$ cat config.mk
export PLATFORM = sky130hd
export DESIGN_NAME = decode_pipe_stage_flat
export DESIGN_NICKNAME = d
export VERILOG_FILES = /design/src/rtl/decode_pkg.sv /design/src/rtl/decode_pipe_stage_if.sv /design/src/rtl/decode_pipe_stage_register_file_bypass.sv /design/src/rtl/decode_pipe_stage.sv /design/src/flat_wrapper.sv
export SDC_FILE = /design/constraint.sdc
export NUM_CORES = 2
export LEC_CHECK = 0
export ABC_CLOCK_PERIOD_IN_PS = 1540
export BUFFER_PORTS_ARGS = -buffer_cell sky130_fd_sc_hd__buf_2
export CORE_AREA = 2 2 332 334
export DETAILED_ROUTE_END_ITERATION = 10
export DIE_AREA = 0 0 334 336
export HOLD_SLACK_MARGIN = 0.12
export MAX_ROUTING_LAYER = met4
export PLACE_DENSITY = 0.79
export SYNTH_ARGS = -nofsm -noshare
export SYNTH_HDL_FRONTEND = slang
export SYNTH_SLANG_ARGS = --single-unit
export TNS_END_PERCENT = 20
$ cat constraint.sdc
create_clock -name i_clock -period 1.54 [get_ports i_clock]
set_input_delay 0.077 -clock i_clock [delete_from_list [all_inputs] [get_ports i_clock]]
set_output_delay 0.077 -clock i_clock [all_outputs]
set_load 0.1 [all_outputs]
$ cat src/rtl/decode_pkg.sv
// Shared constants for the instruction decode stage: opcode values,
// instruction field positions and the immediate-extension modes.
package decode_pkg;

    localparam logic [5:0] OP_ANDI = 6'h0C;
    localparam logic [5:0] OP_ORI  = 6'h0D;
    localparam logic [5:0] OP_XORI = 6'h0E;
    localparam logic [5:0] OP_LUI  = 6'h0F;

    localparam int OPCODE_LSB = 26;
    localparam int RS_LSB     = 21;
    localparam int RT_LSB     = 16;
    localparam int RD_LSB     = 11;
    localparam int SA_LSB     = 6;
    localparam int FUNCT_LSB  = 0;
    localparam int FIELD6_W   = 6;
    localparam int IMM_W      = 16;
    localparam int INDEX_W    = 26;

    typedef enum logic [1:0] {SIGN, ZERO, UPPER} ext_mode_e;

    function automatic ext_mode_e ext_mode(input logic [FIELD6_W-1:0] opcode);
        case (opcode)
            OP_ANDI, OP_ORI, OP_XORI: return ZERO;
            OP_LUI:                   return UPPER;
            default:                  return SIGN;
        endcase
    endfunction

endpackage

$ cat src/rtl/decode_pipe_stage_if.sv
// Upstream, downstream, hazard and writeback signals of the decode stage.
interface decode_pipe_stage_if #(
    parameter int NB_DATA     = 32,
    parameter int NB_REGISTER = 5
);
    logic                   i_valid;
    logic                   o_ready;
    logic [NB_DATA-1:0]     i_instruction;
    logic [NB_DATA-1:0]     i_pc_next;
    logic                   i_ready;
    logic                   i_flush;
    logic                   i_ex_mem_read;
    logic [NB_REGISTER-1:0] i_ex_rt;
    logic                   i_wb_enable;
    logic [NB_REGISTER-1:0] i_wb_sel;
    logic [NB_DATA-1:0]     i_wb_data;
    logic                   o_valid;
    logic [5:0]             o_opcode;
    logic [5:0]             o_funct;
    logic [NB_REGISTER-1:0] o_rs;
    logic [NB_REGISTER-1:0] o_rt;
    logic [NB_REGISTER-1:0] o_rd;
    logic [NB_REGISTER-1:0] o_sa;
    logic [NB_DATA-1:0]     o_data_rs;
    logic [NB_DATA-1:0]     o_data_rt;
    logic [NB_DATA-1:0]     o_extended;
    logic [25:0]            o_instruction_index;
    logic [NB_DATA-1:0]     o_pc_next;
    logic                   o_hazard_stall;

    modport master (
        output i_valid, i_instruction, i_pc_next, i_ready, i_flush,
               i_ex_mem_read, i_ex_rt, i_wb_enable, i_wb_sel, i_wb_data,
        input  o_ready, o_valid, o_opcode, o_funct, o_rs, o_rt, o_rd, o_sa,
               o_data_rs, o_data_rt, o_extended, o_instruction_index,
               o_pc_next, o_hazard_stall
    );

    modport slave (
        input  i_valid, i_instruction, i_pc_next, i_ready, i_flush,
               i_ex_mem_read, i_ex_rt, i_wb_enable, i_wb_sel, i_wb_data,
        output o_ready, o_valid, o_opcode, o_funct, o_rs, o_rt, o_rd, o_sa,
               o_data_rs, o_data_rt, o_extended, o_instruction_index,
               o_pc_next, o_hazard_stall
    );
endinterface

$ cat src/rtl/decode_pipe_stage_register_file_bypass.sv
// Two-read, one-write register file; a write in the same cycle is forwarded
// to the read ports so a decode capturing that register sees the new value.
module register_file_bypass #(
    parameter int NB_DATA            = 32,
    parameter int NB_REGISTER        = 5,
    parameter int N_REGS             = 2**NB_REGISTER,
    parameter bit ZERO_REG_HARDWIRED = 1'b1
) (
    input  logic                   i_clock,
    input  logic                   i_reset_n,
    input  logic                   i_wb_enable,
    input  logic [NB_REGISTER-1:0] i_wb_sel,
    input  logic [NB_DATA-1:0]     i_wb_data,
    input  logic [NB_REGISTER-1:0] i_rs,
    input  logic [NB_REGISTER-1:0] i_rt,
    output logic [NB_DATA-1:0]     o_data_rs,
    output logic [NB_DATA-1:0]     o_data_rt
);
    logic [NB_DATA-1:0] regs [N_REGS];
    logic               wr_en;

    assign wr_en = i_wb_enable && ((i_wb_sel != '0) || !ZERO_REG_HARDWIRED);

    always_ff @(posedge i_clock or negedge i_reset_n) begin
        if (!i_reset_n) begin
            for (int i = 0; i < N_REGS; i++) regs[i] <= '0;
        end else if (wr_en) begin
            regs[i_wb_sel] <= i_wb_data;
        end
    end

    // Hardwired zero wins over the bypass path.
    function automatic logic [NB_DATA-1:0] read_port(input logic [NB_REGISTER-1:0] sel);
        if (ZERO_REG_HARDWIRED && (sel == '0)) return '0;
        if (wr_en && (i_wb_sel == sel))        return i_wb_data;
        return regs[sel];
    endfunction

    assign o_data_rs = read_port(i_rs);
    assign o_data_rt = read_port(i_rt);
endmodule

$ cat src/rtl/decode_pipe_stage.sv
// Instruction decode pipeline stage: field split, immediate extension,
// register read with writeback bypass and load-use bubble insertion.
module decode_pipe_stage
    import decode_pkg::*;
#(
    parameter int NB_DATA            = 32,
    parameter int NB_REGISTER        = 5,
    parameter int N_REGS             = 2**NB_REGISTER,
    parameter bit ZERO_REG_HARDWIRED = 1'b1
) (
    input  logic          i_clock,
    input  logic          i_reset_n,
    decode_pipe_stage_if.slave bus
);
    logic [NB_DATA-1:0]      instr_p0;
    logic [FIELD6_W-1:0]     opcode_p0;
    logic [NB_REGISTER-1:0]  rs_p0, rt_p0;
    logic [NB_DATA-1:0]      data_rs_p0, data_rt_p0;
    logic                    hazard_p0, slot_free_p0, ready_p0, accept_p0;

    logic                    vld_p1, stall_p1;
    logic [FIELD6_W-1:0]     opcode_p1, funct_p1;
    logic [NB_REGISTER-1:0]  rs_p1, rt_p1, rd_p1, sa_p1;
    logic [NB_DATA-1:0]      data_rs_p1, data_rt_p1, extended_p1, pc_next_p1;
    logic [INDEX_W-1:0]      index_p1;

    function automatic logic [NB_DATA-1:0] extend_imm(input logic [IMM_W-1:0] imm,
                                                      input ext_mode_e      mode);
        logic signed [IMM_W-1:0] simm;
        simm = imm;
        case (mode)
            ZERO:    return NB_DATA'(imm);
            UPPER:   return NB_DATA'({imm, 16'b0});
            default: return NB_DATA'(simm);
        endcase
    endfunction

    assign instr_p0  = bus.i_instruction;
    assign opcode_p0 = instr_p0[OPCODE_LSB +: FIELD6_W];
    assign rs_p0     = instr_p0[RS_LSB +: NB_REGISTER];
    assign rt_p0     = instr_p0[RT_LSB +: NB_REGISTER];

    assign hazard_p0    = bus.i_valid && bus.i_ex_mem_read && (bus.i_ex_rt != '0) &&
                          ((bus.i_ex_rt == rs_p0) || (bus.i_ex_rt == rt_p0));
    assign slot_free_p0 = !vld_p1 || bus.i_ready;
    assign ready_p0     = slot_free_p0 && !hazard_p0 && !bus.i_flush;
    assign accept_p0    = bus.i_valid && ready_p0;

    register_file_bypass #(
        .NB_DATA            (NB_DATA),
        .NB_REGISTER        (NB_REGISTER),
        .N_REGS             (N_REGS),
        .ZERO_REG_HARDWIRED (ZERO_REG_HARDWIRED)
    ) u_regfile (
        .i_clock     (i_clock),
        .i_reset_n   (i_reset_n),
        .i_wb_enable (bus.i_wb_enable),
        .i_wb_sel    (bus.i_wb_sel),
        .i_wb_data   (bus.i_wb_data),
        .i_rs        (rs_p0),
        .i_rt        (rt_p0),
        .o_data_rs   (data_rs_p0),
        .o_data_rt   (data_rt_p0)
    );

    // p0 -> p1: flush beats hazard beats accept; a stalled output slot holds everything.
    always_ff @(posedge i_clock or negedge i_reset_n) begin
        if (!i_reset_n) begin
            vld_p1      <= 1'b0;
            stall_p1    <= 1'b0;
            opcode_p1   <= '0;
            funct_p1    <= '0;
            rs_p1       <= '0;
            rt_p1       <= '0;
            rd_p1       <= '0;
            sa_p1       <= '0;
            data_rs_p1  <= '0;
            data_rt_p1  <= '0;
            extended_p1 <= '0;
            pc_next_p1  <= '0;
            index_p1    <= '0;
        end else if (bus.i_flush) begin
            vld_p1   <= 1'b0;
            stall_p1 <= 1'b0;
        end else if (slot_free_p0) begin
            vld_p1   <= accept_p0;
            stall_p1 <= hazard_p0;
            if (accept_p0) begin
                opcode_p1   <= opcode_p0;
                funct_p1    <= instr_p0[FUNCT_LSB +: FIELD6_W];
                rs_p1       <= rs_p0;
                rt_p1       <= rt_p0;
                rd_p1       <= instr_p0[RD_LSB +: NB_REGISTER];
                sa_p1       <= instr_p0[SA_LSB +: NB_REGISTER];
                data_rs_p1  <= data_rs_p0;
                data_rt_p1  <= data_rt_p0;
                extended_p1 <= extend_imm(instr_p0[IMM_W-1:0], ext_mode(opcode_p0));
                pc_next_p1  <= bus.i_pc_next;
                index_p1    <= instr_p0[INDEX_W-1:0];
            end
        end
    end

    assign bus.o_ready             = ready_p0;
    assign bus.o_valid             = vld_p1;
    assign bus.o_hazard_stall      = stall_p1;
    assign bus.o_opcode            = opcode_p1;
    assign bus.o_funct             = funct_p1;
    assign bus.o_rs                = rs_p1;
    assign bus.o_rt                = rt_p1;
    assign bus.o_rd                = rd_p1;
    assign bus.o_sa                = sa_p1;
    assign bus.o_data_rs           = data_rs_p1;
    assign bus.o_data_rt           = data_rt_p1;
    assign bus.o_extended          = extended_p1;
    assign bus.o_instruction_index = index_p1;
    assign bus.o_pc_next           = pc_next_p1;
endmodule

$ cat src/flat_wrapper.sv
// flat-port wrapper written by rule: the top's interface ports become plain ports
module decode_pipe_stage_flat import decode_pkg::*;
#(
    parameter int NB_DATA            = 32,
    parameter int NB_REGISTER        = 5,
    parameter int N_REGS             = 2**NB_REGISTER,
    parameter bit ZERO_REG_HARDWIRED = 1'b1
)
  (i_clock, i_reset_n, bus_i_valid, bus_i_instruction, bus_i_pc_next, bus_i_ready, bus_i_flush, bus_i_ex_mem_read, bus_i_ex_rt, bus_i_wb_enable, bus_i_wb_sel, bus_i_wb_data, bus_o_ready, bus_o_valid, bus_o_opcode, bus_o_funct, bus_o_rs, bus_o_rt, bus_o_rd, bus_o_sa, bus_o_data_rs, bus_o_data_rt, bus_o_extended, bus_o_instruction_index, bus_o_pc_next, bus_o_hazard_stall);
  decode_pipe_stage_if #(.NB_DATA(NB_DATA), .NB_REGISTER(NB_REGISTER)) bus_i ();
  input  logic i_clock;
  input  logic i_reset_n;
  input wire logic [$bits(bus_i.i_valid)-1:0] bus_i_valid;
  input wire logic [$bits(bus_i.i_instruction)-1:0] bus_i_instruction;
  input wire logic [$bits(bus_i.i_pc_next)-1:0] bus_i_pc_next;
  input wire logic [$bits(bus_i.i_ready)-1:0] bus_i_ready;
  input wire logic [$bits(bus_i.i_flush)-1:0] bus_i_flush;
  input wire logic [$bits(bus_i.i_ex_mem_read)-1:0] bus_i_ex_mem_read;
  input wire logic [$bits(bus_i.i_ex_rt)-1:0] bus_i_ex_rt;
  input wire logic [$bits(bus_i.i_wb_enable)-1:0] bus_i_wb_enable;
  input wire logic [$bits(bus_i.i_wb_sel)-1:0] bus_i_wb_sel;
  input wire logic [$bits(bus_i.i_wb_data)-1:0] bus_i_wb_data;
  output wire logic [$bits(bus_i.o_ready)-1:0] bus_o_ready;
  output wire logic [$bits(bus_i.o_valid)-1:0] bus_o_valid;
  output wire logic [$bits(bus_i.o_opcode)-1:0] bus_o_opcode;
  output wire logic [$bits(bus_i.o_funct)-1:0] bus_o_funct;
  output wire logic [$bits(bus_i.o_rs)-1:0] bus_o_rs;
  output wire logic [$bits(bus_i.o_rt)-1:0] bus_o_rt;
  output wire logic [$bits(bus_i.o_rd)-1:0] bus_o_rd;
  output wire logic [$bits(bus_i.o_sa)-1:0] bus_o_sa;
  output wire logic [$bits(bus_i.o_data_rs)-1:0] bus_o_data_rs;
  output wire logic [$bits(bus_i.o_data_rt)-1:0] bus_o_data_rt;
  output wire logic [$bits(bus_i.o_extended)-1:0] bus_o_extended;
  output wire logic [$bits(bus_i.o_instruction_index)-1:0] bus_o_instruction_index;
  output wire logic [$bits(bus_i.o_pc_next)-1:0] bus_o_pc_next;
  output wire logic [$bits(bus_i.o_hazard_stall)-1:0] bus_o_hazard_stall;
  assign bus_i.i_valid = bus_i_valid;
  assign bus_i.i_instruction = bus_i_instruction;
  assign bus_i.i_pc_next = bus_i_pc_next;
  assign bus_i.i_ready = bus_i_ready;
  assign bus_i.i_flush = bus_i_flush;
  assign bus_i.i_ex_mem_read = bus_i_ex_mem_read;
  assign bus_i.i_ex_rt = bus_i_ex_rt;
  assign bus_i.i_wb_enable = bus_i_wb_enable;
  assign bus_i.i_wb_sel = bus_i_wb_sel;
  assign bus_i.i_wb_data = bus_i_wb_data;
  assign bus_o_ready = bus_i.o_ready;
  assign bus_o_valid = bus_i.o_valid;
  assign bus_o_opcode = bus_i.o_opcode;
  assign bus_o_funct = bus_i.o_funct;
  assign bus_o_rs = bus_i.o_rs;
  assign bus_o_rt = bus_i.o_rt;
  assign bus_o_rd = bus_i.o_rd;
  assign bus_o_sa = bus_i.o_sa;
  assign bus_o_data_rs = bus_i.o_data_rs;
  assign bus_o_data_rt = bus_i.o_data_rt;
  assign bus_o_extended = bus_i.o_extended;
  assign bus_o_instruction_index = bus_i.o_instruction_index;
  assign bus_o_pc_next = bus_i.o_pc_next;
  assign bus_o_hazard_stall = bus_i.o_hazard_stall;
  decode_pipe_stage #(.NB_DATA(NB_DATA), .NB_REGISTER(NB_REGISTER), .N_REGS(N_REGS), .ZERO_REG_HARDWIRED(ZERO_REG_HARDWIRED)) u_core (.i_clock(i_clock), .i_reset_n(i_reset_n), .bus(bus_i));
endmodule
# Word level (Yosys, flattened, before mapping)
# Index checks and enable logic that the tools add are counted.
# classes
reduce_logical	22
eq_ne	10
magnitude_cmp	4
bitwise_logic	4
n_mux	32
# ops
operator	n
$bwmux W1024	1
$mux W32	13
$bmux W32 S5	2
$demux W32 S5	1
$pmux W32 S2	1
$eq A6 B4 Y1 const B	4
$eq A5 B5 Y1	4
$ge A6 B6 Y1 const B	3
$not A5 Y6	3
$logic_and A1 B1 Y1	10
$logic_not A5 Y1	2
$mux W1	10
$reduce_bool A5 Y1	2
$lt A6 B1 Y1 const B	1
$mux W2	3
$pmux W2 S2	1
$logic_not A1 Y1	3
$reduce_and A3 Y1	1
$reduce_or A3 Y1	1
$eq A2 B1 Y1 const B	1
$eq A2 B2 Y1 const B	1
$logic_or A1 B1 Y1	2
$reduce_bool A2 Y1	1
$not A1 Y1	1
# word_totals
ff_bits	1212
word_cells	117
out_inout_bits	189

# Depth between registers and ports, before layout
# depth
ltp_word	12
mapped_depth	10
ltp_nobuf	8

# Cells and area by module
# Synthesis repeated with hierarchy kept, for this count alone.
# unflattened
cells_unflattened	4362
hier_area_um2	61921.9
# modules_own_cells
mod	area_each_um2	instances	cells_each
register_file_bypass	55276.8	1	3920
decode_pipe_stage	6645.1	1	442

# Least setup slack after synthesis
# No wires, ideal clock.
# synth_timing
kind	flip-flop to output port
from	reg u_core.vld_p1 (netlist: u_core.bus.o_valid)
to	out bus_o_ready
path_stages_with_launch	3
required_ps	1463
setup_slack_ps	-1821
arrival_time_ps	3284
n_path_buf	0
path_cell_list	dfrtp_1 nor2b_1 a211oi_1
# synth_via
elab_chain_cells	4
# synth_rtl
item	line_no	rtl
start: declaration	decode_pipe_stage.sv:21	logic vld_p1, stall_p1;
start signal: assignment	decode_pipe_stage.sv:86	vld_p1 <= accept_p0;
$logic_not A1 Y1	decode_pipe_stage.sv:45	assign slot_free_p0 = !vld_p1 || bus.i_ready;
$logic_or A1 B1 Y1	decode_pipe_stage.sv:45	
$logic_and A1 B1 Y1 (2 in series)	decode_pipe_stage.sv:46	assign ready_p0 = slot_free_p0 && !hazard_p0 && !bus.i_flush;
end: declaration	flat_wrapper.sv:23	output wire logic [$bits(bus_i.o_ready)-1:0] bus_o_ready;
# Every way passes these cells.

# Final worst setup path
# layout_timing
from	in bus_i_ex_rt[1]
to	out bus_o_ready
# layout_via
elab_chain_cells	6
elab_cells_between_ends	9
cone_classes	eq/ne (2); reduce/logical (7)
# layout_rtl
item	line_no	rtl
start: declaration	flat_wrapper.sv:19	input wire logic [$bits(bus_i.i_ex_rt)-1:0] bus_i_ex_rt;
$eq A5 B5 Y1 or $reduce_bool A5 Y1 (tied branches)	decode_pipe_stage.sv:44, decode_pipe_stage.sv:43	
$logic_or A1 B1 Y1 or $logic_and A1 B1 Y1 (tied branches)	decode_pipe_stage.sv:44, decode_pipe_stage.sv:43	
$logic_and A1 B1 Y1 *	decode_pipe_stage.sv:43	assign hazard_p0 = bus.i_valid && bus.i_ex_mem_read && (bus.i_ex_rt != '0) &&
$logic_not A1 Y1 *	decode_pipe_stage.sv:46	
$logic_and A1 B1 Y1 * (2 in series)	decode_pipe_stage.sv:46	
# Mark *: on every way between the ends. The rest lies on a longest branch, timed or not.

==> results.ini <==
[die]
die_w_um = 334
ioPinCount = 302
die_h_um = 336
coreArea_um2 = 108000
num_rows = 121
start_util_pct = 55.7
dieArea_um2 = 112000

[placed_design]
hpwl_um = 139000
place_inst = 6004
io_buffers = 301
gp_congestion = 0.967

[sta]
tns_ns = -42.37
fmax_mhz = 478
final_max_slew_viol_count = 0
worstMarginPinSlew_ns = 0.752
setup_slack_ns = -0.550
finalCritPeriodShare_pct = 136
holdWs_ns = 0.0634
skew_ns = 0.0246
rsz0062_at_grt = true
relSlewSlack_pct = 49.9
setup_viol = 179
fin_crit_ns = 2.09
hold_viol = 0

[power_and_ir_drop]
leakagePower_uw = 0.0351
powerDensity_nw_per_um2 = 1340
irDropWorstVdd_v = 0.00105
total_power_uw = 107000

[detailed_routing]
viasPerCell = 7.41
first_pass_iters = 8
drt_wl_total_um = 240000
num_vias = 47870
drt_iter0_markers = 7047
wire_per_inst_um = 37.1
ant_nets = 0
drc = 0

[synth]
synth_top_area_share_pct = 49.1
synth-edff-count = 0
synth_ff_type = dfrtp_1
synth_area_per_cell_um2 = 15.2
synthXorXnorAreaFrac_pct = 0.290
synthSimpleGateAreaFrac_pct = 1.85
synth-seq-cells = 1186
ys_seq_area_share_pct = 49.1
netlist-cell-type-count = 53
synth_area_um2 = 60400
synthAdderAreaFrac_pct = 0.0414
synth_top_family_by_area = multiplexers
synthMuxAreaShare_pct = 39.4
synth.most_common_cell = dfrtp_1
synth_compound_area_share_pct = 5.23
synth_top_area_cell = dfrtp_1
synth.area.top_cells = dfrtp_1 49%, mux4_2 19%, mux2_2 19%
syn-instance-count = 3961
syn-num-nets = 4076
async_flop_share_pct = 100
synthTopCellsByCount = 1186 x dfrtp_1, 1007 x mux2_2, 504 x mux4_2, 267 x clkbuf_1, 256 x o22ai_1
ys.warnings.count = 0

[global_routing]
grt_pass1_wl_um = 333000
overflow = 0
grt_pass1_vias = 48999
grt.total_usage_pct = 42.3
grt_max_degree = 76
antenna_found_initial = 17

[clock_tree]
clkLatencyLatePin_ns = 0.75
cts-hold-fix-buffers = 124
clkSinkCount = 1186
cts-root-buf = clkbuf_16
numCtsBuffers = 121
cts_max_level = 3
clk_path_buf_depth = 3
cts_tree = yes
cts.reportedPaths.clkPinSlew_ns = 0.06

[setup_path]
cp.depth = 9
crit_family = buffers and inverters
reg2reg_depth = 8
end_kind = output pin
worst-path-buf-inv = 5
slowest_stage = buf_4
crit_arrival_ns = 2.01
cp_max_fo = 9
start_kind = primary input
slowest_delay_ns = 0.32
crit_required_ns = 1.46
path_class = primary input to output pin
crit_path_cell_trace = buf_2, buf_4, xnor2_1, nand3_1, o22ai_4, buf_12, buf_4, a211oi_4, buf_12

[worst_hold_path]
holdPathStages = 7
min_path_type = primary input to flop

[layout]
syn_to_final_growth_pct = 31.3
nNetsFinal = 5028
layout-drive-gt1-share_pct = 62.8
finalNonFillerCells = 6458
final_util_pct = 73.2

[outcome]
status = complete, but fails checks
violations = setup timing

[job]
drv_cap = 0

## final timing paths
path	endpoint	slack, ns	start
max	bus_o_ready	-0.55	bus_i_ex_rt[1]
min	u_core.bus.o_valid$_DFFE_PN0P_	0.06	bus_i_ready
max reg2reg	u_core.bus.o_data_rt[17]$_DFFE_PN0P_	-0.48	u_core.bus.o_valid$_DFFE_PN0P_
min reg2reg	u_core.u_regfile.regs[1015]$_DFFE_PN0P_	0.41	u_core.u_regfile.regs[1015]$_DFFE_PN0P_
max in group asynchronous	u_core.u_regfile.regs[809]$_DFFE_PN0P_	0.22	i_reset_n
min in group asynchronous	u_core.bus.o_extended[9]$_DFFE_PN0P_	0.41	i_reset_n
## power by group
group / switching (uW) / internal [uW] / leakage, uW
registers: 5310 / 37100 / 0.0151
logic: 17000 / 15100 / 0.0179
clock network: 13200 / 18800 / 0.00213
## tightest hold or removal path, stage by stage
cell and delay, ns:
buf_2 0.12, nand2b_4 0.15, buf_4 0.10, buf_4 0.09, buf_4 0.09, buf_4 0.10, o21ai_1 0.05
## state kept, by name, indices dropped and copies added (netlist names)
| register | flops |
|---|---|
| u_core.u_regfile.regs | 1024 |
| u_core.bus.o_data_rs | 32 |
| u_core.bus.o_data_rt | 32 |
| u_core.bus.o_extended | 32 |
| u_core.bus.o_pc_next | 32 |
| u_core.bus.o_instruction_index | 26 |
| u_core.bus.o_opcode | 6 |
| u_core.bus.o_hazard_stall | 1 |
| u_core.bus.o_valid | 1 |
## layer usage
metal / wire length, um / global-route usage [%] / vias up
met4: 22100 / 29.1 / 0
met3: 36900 / 17.9 / 1629
met2: 104000 / 59.8 / 4724
met1: 76900 / 48.9 / 24082
met5: 0 / - / -
li1: - / - / 17435
## kinds of logic after synthesis
kind of cell,after synthesis
AO/OA/AOI/OAI,422
XOR/XNOR,20
adder cells (fa/ha/maj),2
buffers and inverters,542
flip-flops,1186
multiplexers,1600
AND/OR/NAND/NOR,189
## through the flow
step,cell area [um^2],setup slack [ns]
finish,79300,-0.550
global route,79300,-0.516
CTS,78700,-0.465
detailed placement,70500,-0.732
global placement,70500,-0.708
floorplan,61000,-0.285
## cell usage in the layout (no fill, tap or decap), drive strengths merged, types with 18 or more instances in the layout
| cell | netlist | final |
|---|---|---|
| clkinv | 0 | 26 |
| mux4 | 512 | 512 |
| a221o | 32 | 32 |
| dfrtp | 1186 | 1186 |
| a2111oi | 32 | 32 |
| or4 | 64 | 64 |
| clkbuf | 267 | 182 |
| dlygate4sd3 | 0 | 123 |
| o221ai | 21 | 21 |
| mux2 | 1056 | 1056 |
| mux2i | 32 | 32 |
| diode | 0 | 28 |
| o2111ai | 32 | 32 |
| nand3 | 23 | 23 |
| a21oi | 18 | 18 |
| nand2 | 38 | 38 |
| buf | 219 | 1190 |
| o22ai | 257 | 257 |
| inv | 56 | 58 |
| nor2 | 23 | 23 |
## cell type report
class / count / area, um^2
Timing Repair Buffer: 1315 / 13500
Inverter: 56 / 210
Fill cell: 5853 / 29100
Sequential cell: 1186 / 29700
Tap cell: 1414 / 1770
Antenna cell: 28 / 70.1
Clock inverter: 46 / 613
Multi-Input combinational cell: 2233 / 29700
Clock buffer: 180 / 3690
## repair_timing
action	CTS	global route
pin swaps	63	17
resized for setup	445	90
endpoints found under the setup margin	349	204
gates cloned	15	2
endpoints found under the hold margin	2311	1
setup buffers	52	13
Power figures use the tool's default switching activity.
